**src/rtl/game_flow_ctrl.sv**
```systemverilog
// game_flow_ctrl
//   Top-level game-flow FSM for the Sokoban core. Sequences level load,
//   click arbitration, move/retract commits, level clear and game over.
//   Owns the stage index, the committed-move step counter and the undo-depth
//   counter. Drives the game-state register load enable and source select.
//
//   Optional feature: define MOVE_LIMIT_EN to enable the per-level move
//   budget (MAX_MOVES). Without it, FAIL is unreachable and fail is tied 0.
//
// Ports:
//   clk, reset      clock, synchronous active-high reset
//   restart         pulse: abandon the game, return to stage 0
//   click           single-cycle player click
//   area_hit        click landed in the game area
//   retry_hit       click landed on the retry button
//   retract_hit     click landed on the retract button
//   move_ok         datapath reports the clicked move is legal
//   box_map         current box occupancy
//   dest_map        destination cells of the current level
//   stage_idx       current level
//   state_en        game-state register load enable
//   sel             state source: 0 = level ROM, 1 = move result, 3 = history pop
//   stage_up        one-cycle pulse on level advance
//   win             all levels cleared
//   fail            move budget exhausted
//   step_count      committed moves this level
//   undo_avail      at least one retractable move exists
module game_flow_ctrl #(
  parameter int CELLS      = 64,
  parameter int NUM_STAGES = 4,
  parameter int UNDO_DEPTH = 8,
  parameter int STEP_W     = 10,
  parameter int MAX_MOVES  = 200
) (
  input  logic                          clk,
  input  logic                          reset,
  input  logic                          restart,
  input  logic                          click,
  input  logic                          area_hit,
  input  logic                          retry_hit,
  input  logic                          retract_hit,
  input  logic                          move_ok,
  input  logic [CELLS-1:0]              box_map,
  input  logic [CELLS-1:0]              dest_map,
  output logic [$clog2(NUM_STAGES)-1:0] stage_idx,
  output logic                          state_en,
  output logic [1:0]                    sel,
  output logic                          stage_up,
  output logic                          win,
  output logic                          fail,
  output logic [STEP_W-1:0]             step_count,
  output logic                          undo_avail
);

  localparam int SIDX_W = $clog2(NUM_STAGES);
  localparam int UNDO_W = $clog2(UNDO_DEPTH + 1);

  typedef enum logic [3:0] {
    ST_RESET   = 4'd0,
    ST_INIT    = 4'd1,
    ST_WAIT    = 4'd2,
    ST_DECIDE  = 4'd3,
    ST_MOVE    = 4'd4,
    ST_RETRACT = 4'd5,
    ST_PAUSE   = 4'd6,
    ST_NEXT    = 4'd7,
    ST_OVER    = 4'd8,
    ST_FAIL    = 4'd9
  } state_t;

  state_t              state_q, state_d;
  logic [SIDX_W-1:0]   stage_q, stage_d;
  logic [STEP_W-1:0]   step_q, step_d;
  logic [UNDO_W-1:0]   undo_q, undo_d;
  logic                state_en_q, state_en_d;
  logic [1:0]          sel_q, sel_d;
  logic                stage_up_q, stage_up_d;
  logic                win_q, win_d;
  logic                fail_q, fail_d;
  logic                undo_avail_q, undo_avail_d;

  logic level_clear;
  logic last_stage;

  assign level_clear = (box_map == dest_map);
  assign last_stage  = (stage_q == SIDX_W'(NUM_STAGES - 1));

  always_comb begin
    state_d = state_q;
    stage_d = stage_q;
    step_d  = step_q;
    undo_d  = undo_q;

    case (state_q)
      ST_RESET:   state_d = ST_INIT;
      ST_INIT:    state_d = ST_WAIT;
      ST_WAIT: begin
        // A level clear takes precedence over a click in the same cycle.
        if (level_clear)
          state_d = last_stage ? ST_OVER : ST_PAUSE;
`ifdef MOVE_LIMIT_EN
        else if (step_q == STEP_W'(MAX_MOVES))
          state_d = ST_FAIL;
`endif
        else if (click)
          state_d = ST_DECIDE;
      end
      ST_DECIDE: begin
        if (retry_hit)
          state_d = ST_INIT;
        else if (retract_hit)
          state_d = (undo_q != '0) ? ST_RETRACT : ST_WAIT;
        else if (area_hit && move_ok)
          state_d = ST_MOVE;
        else
          state_d = ST_WAIT;
      end
      ST_MOVE:    state_d = ST_WAIT;
      ST_RETRACT: state_d = ST_WAIT;
      ST_PAUSE:   if (click) state_d = ST_NEXT;
      ST_NEXT:    state_d = ST_INIT;
      ST_OVER:    state_d = ST_OVER;
`ifdef MOVE_LIMIT_EN
      ST_FAIL:    if (click) state_d = ST_INIT;
`endif
      default:    state_d = ST_RESET;
    endcase

    if (reset || restart)
      state_d = ST_RESET;

    // Counters change on entry to a state, so their value is already
    // updated during the cycle that state is held.
    case (state_d)
      ST_RESET: begin
        stage_d = '0;
        step_d  = '0;
        undo_d  = '0;
      end
      ST_INIT: begin
        step_d = '0;
        undo_d = '0;
      end
      ST_MOVE: begin
        if (step_q != '1)
          step_d = step_q + STEP_W'(1);
        // History ring overwrites its oldest entry once full.
        if (undo_q < UNDO_W'(UNDO_DEPTH))
          undo_d = undo_q + UNDO_W'(1);
      end
      ST_RETRACT: begin
        if (undo_q != '0)
          undo_d = undo_q - UNDO_W'(1);
        if (step_q != '0)
          step_d = step_q - STEP_W'(1);
      end
      ST_NEXT:  stage_d = stage_q + SIDX_W'(1);
      default:  ;
    endcase

    // Registered outputs follow the state being entered.
    state_en_d   = (state_d == ST_RESET) || (state_d == ST_INIT) ||
                   (state_d == ST_MOVE)  || (state_d == ST_RETRACT);
    sel_d        = (state_d == ST_MOVE)    ? 2'd1 :
                   (state_d == ST_RETRACT) ? 2'd3 : 2'd0;
    stage_up_d   = (state_d == ST_NEXT);
    win_d        = (state_d == ST_OVER);
`ifdef MOVE_LIMIT_EN
    fail_d       = (state_d == ST_FAIL);
`else
    fail_d       = 1'b0;
`endif
    undo_avail_d = (undo_d != '0);
  end

  always_ff @(posedge clk) begin
    if (reset) begin
      state_q      <= ST_RESET;
      stage_q      <= '0;
      step_q       <= '0;
      undo_q       <= '0;
      state_en_q   <= 1'b1;
      sel_q        <= 2'd0;
      stage_up_q   <= 1'b0;
      win_q        <= 1'b0;
      fail_q       <= 1'b0;
      undo_avail_q <= 1'b0;
    end else begin
      state_q      <= state_d;
      stage_q      <= stage_d;
      step_q       <= step_d;
      undo_q       <= undo_d;
      state_en_q   <= state_en_d;
      sel_q        <= sel_d;
      stage_up_q   <= stage_up_d;
      win_q        <= win_d;
      fail_q       <= fail_d;
      undo_avail_q <= undo_avail_d;
    end
  end

  assign stage_idx  = stage_q;
  assign step_count = step_q;
  assign state_en   = state_en_q;
  assign sel        = sel_q;
  assign stage_up   = stage_up_q;
  assign win        = win_q;
  assign fail       = fail_q;
  assign undo_avail = undo_avail_q;

endmodule

```
**config.mk**
```make
export PLATFORM = sky130hd
export DESIGN_NAME = game_flow_ctrl
export DESIGN_NICKNAME = d
export VERILOG_FILES = /design/src/rtl/game_flow_ctrl.sv
export SDC_FILE = /design/constraint.sdc
export NUM_CORES = 1
export LEC_CHECK = 0
export ABC_AREA = 1
export BUFFER_PORTS_ARGS = -buffer_cell sky130_fd_sc_hd__buf_2
export CAP_MARGIN = 25
export CORE_ASPECT_RATIO = 0.75
export CORE_MARGIN = 5
export CORE_UTILIZATION = 51
export DETAILED_ROUTE_END_ITERATION = 8
export PLACE_DENSITY = 0.95
export SYNTH_ARGS = -nofsm -noshare
export SYNTH_HDL_FRONTEND = slang
export SYNTH_SLANG_ARGS = --single-unit
```
**constraint.sdc**
```tcl
create_clock -name clk -period 6.21 [get_ports clk]
set_input_delay 0.621 -clock clk [delete_from_list [all_inputs] [get_ports clk]]
set_output_delay 0.621 -clock clk [all_outputs]
set_load 0.02 [all_outputs]
```
==> summary.txt <==
CTS Buffer Depth: 2
DRT Pass-1 Iters: 5
Area Growth Syn to Fin: 29.2%
R2R cell count: 23
category of the critical setup timing path: flip-flop to flip-flop
vias: 3818
capture point of the worst reg-to-reg path: step_count[9]
Worst path depth: 23
I/O pin cnt: 155
sum of overflow across all layers after global routing: 0
DRC: 0
number of antenna violations at the first check in global routing: 0
number of instances resized during post-cts repair: 0
overall die area: 0.00762 mm²
shortest period the worst path allows: 3820 ps
Setup TNS Final: 0 ps
clock-pin transition on the worst setup and hold timing paths: 90 ps
setup repair after global routing missed its margin: false
Synth Register Bits: 26
switching portion of total power: 0.302
worst path setup slack after routing: 2390 ps
worst hold path cell count: 1
relative slew slack: 0.554
syn_nets: 715
Clock H-tree levels: 1
post-route antenna net violation count: 0
core utilization of the finished layout: 0.677
Final HPWL DP: 7880 µm
Wirelength per Cell: 11.3 µm
starting density of the core: 0.524
highest ir drop seen on vdd: 0.0000793 V
total power per unit cell area: 98.5 mW/mm²
WP data arrival: 4000 ps
clock root buffer: clkbuf_8
Lkg Pwr: 2.55 nW
number of setup buffers added after CTS: 0
startpoint of the worst hold path: stage_idx[0]
number of hold buffers added after CTS: 0
crit path cell chain: inv_1 -> ha_1 -> nand2_2 -> nor2_4 -> nor2_1 -> a31oi_1 -> nand3b_1 -> nand2_1 -> a21oi_2 -> nand4_4 -> inv_4 -> ha_1 -> a21oi_1 -> o211ai_1 -> nand2_1 -> nand2_1 -> a21oi_1 -> inv_1 -> a21oi_1 -> o21bai_1 -> nand3b_1 -> nand3_2 -> nand2_1
total of endpoints with negative setup slack in the final report: 0
class of the tightest hold or removal check: flip-flop to flip-flop
final wirelength: 9060 µm
startpoint of the lowest-slack register-to-register path: undo_q[0]
Mapped Avg Cell Area: 5.36 µm²
number of max-slew violations in the final report: 0
overall die width: 99.1 µm
count of distinct cell types in the synthesized netlist: 39
total number of nets in the final design: 871
setup slack after placement: 2320 ps
number of filler instances in the final layout: 516
worst stage delay on the critical path: 480 ps
crit path to: step_count[9]
CTS Buf Count: 3
result of the run: finished clean
total core area: 0.00580 mm²
proportion of power drawn by the clock network: 0.247
clock net sink count: 26
wire length of the first global-routing pass: 15000 µm
pin count of the biggest net entering global routing: 14
global routing usage summed across all routing layers: 0.229
cell with the biggest individual delay on the critical path: dfxtp_1
Sw Pwr: 0.117 mW
total of warnings raised by yosys: 0
final clock skew: 1.99 ps
routability-driven placement congestion ratio: 0.911
Pint: 0.270 mW
critical path endpoint category: flip-flop
cell repeated most along the worst path: nand2_1
Worst Setup SP: undo_q[0]
cell type group with the largest total delay on the critical path: simple AND/OR/NAND/NOR gates
slew of the pin with the lowest slew margin: 667 ps
highest clock frequency the design can meet: 0.261 GHz
register-to-register setup slack: 2390 ps
FP Rows: 24
crit path max fanout: 13
power share of the combinational group: 0.318
vias in the first global route: 3596
Post-Synthesis Cell Area: 0.00304 mm²
gate count of the mapped netlist: 567
Flop pwr share: 0.436
endpoints failing hold: 0
CTS tree: built
die outline height: 76.8 µm
Seq/Total Area, Yosys: 0.171
Critical Path Source Type: flip-flop
worst-skew pair later-pin latency: 270 ps
fraction of layout cells with a size suffix above 1: 0.262
number of buffer and inverter instances along the worst setup path: 3
number of max-cap violations: 0
number of I/O port buffers: 153
average via count per standard cell: 4.78
final cycle utilization of the critical path: 0.616
Antenna Diode Count: 0
required time of the worst setup path: 6390 ps
DRC violation total after the first TritonRoute iteration: 213
-- cells in the final DEF, fill, tap and decap left out, drive strengths merged, types with 2 or more instances in the layout --
cell type,synthesis,layout
a21oi,12,12
buf,2,153
clkbuf,0,3
dfxtp,26,26
ha,11,11
inv,126,126
nand2,209,209
nand3,15,15
nand3b,2,2
nand4,6,6
nor2,105,105
nor3,4,4
nor4,2,2
o211ai,3,3
o21ai,14,14
xnor2,4,4
xor2,15,15
-- per-layer routing --
| metal | GRT usage | share of wire |
|---|---|---|
| met1 | 0.268 | 0.40 |
| met2 | 0.437 | 0.51 |
| met3 | 0.0335 | 0.078 |
| met4 | 0.0491 | 0.019 |
| met5 | 0 | 0 |
-- cell usage after synthesis --
cell type  instances  area, µm²
mux2i_1            1       10.0
nor2_1            98        368
nor3_2             1       10.0
o21ai_0           11       55.1
ha_1              11        138
inv_4              1       6.26
nor4_1             2       12.5
nand4_4            1       21.3
nor2_2             2       12.5
a31oi_1            1       6.26
nand3b_1           2       15.0
o31ai_1            1       7.51
inv_2              3       11.3
buf_6              1       11.3
o211ai_1           3       22.5
nand3_2            5       50.1
o21bai_1           1       7.51
o21ai_2            3       26.3
a21o_1             1       7.51
fa_1               1       20.0
or4_1              1       7.51
o21a_1             1       7.51
or2_2              1       6.26
inv_1            122        458
nand4_1            5       31.3
nand3_1           10       50.1
xnor2_1            4       35.0
a21oi_4            1       16.3
xor2_1            15        131
nor2_4             5       56.3
nand2_1          201        754
a21oi_1            9       45.0
nand2_2            8       50.1
o22ai_1            1       6.26
buf_4              1       7.51
a21oi_2            2       17.5
conb_1             1       3.75
dfxtp_1           26        521
nor3_1             3       15.0
-- worst reg2reg max path: cells and delay by family (launching register included) --
| kind | cells | cell delay (ps) |
|---|---|---|
| and+or+nand+nor | 11 | 1180 |
| AOI/OAI and AO/OA | 7 | 1080 |
| adders and majority gates | 2 | 570 |
| DFF | 1 | 480 |
| buffers and inverters | 3 | 400 |
-- how the worst min path moves through the flow --
stage | end
after floorplan | undo_q[2]
after detailed placement | stage_idx[0]
final | stage_idx[0]
after global routing | stage_idx[0]
after CTS | step_count[4]
after global placement | stage_idx[1]
-- logic make-up after synthesis --
group | after synthesis | synth area share
simple gates | 345 | 0.481
other cells | 1 | 0.00123
fa+ha+maj | 12 | 0.0519
mux | 1 | 0.00330
flops | 26 | 0.171
buf+inv | 128 | 0.163
compound gates | 35 | 0.0741
xor+xnor | 19 | 0.0548
-- layout make-up --
class | instances | area [µm²] | area share
repair buffers | 153 | 766 | 0.195
inverters | 126 | 475 | 0.121
clock buffers | 3 | 41.3 | 0.0105
flip-flops and latches | 26 | 520 | 0.133
multi-input cells | 413 | 2020 | 0.516
well taps | 78 | 97.6 | 0.0249
-- state kept, by name, indices dropped and copies added, names as in the netlist --
signal	flops
step_count	10
state_q	4
stage_up	1
undo_avail	1
sel	2
win	1
state_en	1
stage_idx	2
undo_q	4
-- power by group through the flow --
stage	Clock, mW	Sequential (mW)	Combinational (mW)
floorplan	0	0.172	0.0620
global placement	0	0.172	0.115
detailed placement	0	0.172	0.122
CTS	0.0960	0.168	0.123
global route	0.104	0.169	0.141
finish	0.0953	0.168	0.123
-- per-stage QoR --
step	std cells	power [mW]	hold WS [ps]	area [µm²]
floorplan	567	0.234	491	3040
CTS	799	0.387	509	3920
global placement	796	0.288	471	3880
finish	799	0.386	507	3920
detailed placement	796	0.294	496	3880
global route	799	0.413	530	3920
Note: power is estimated with default switching activity, not from simulation.
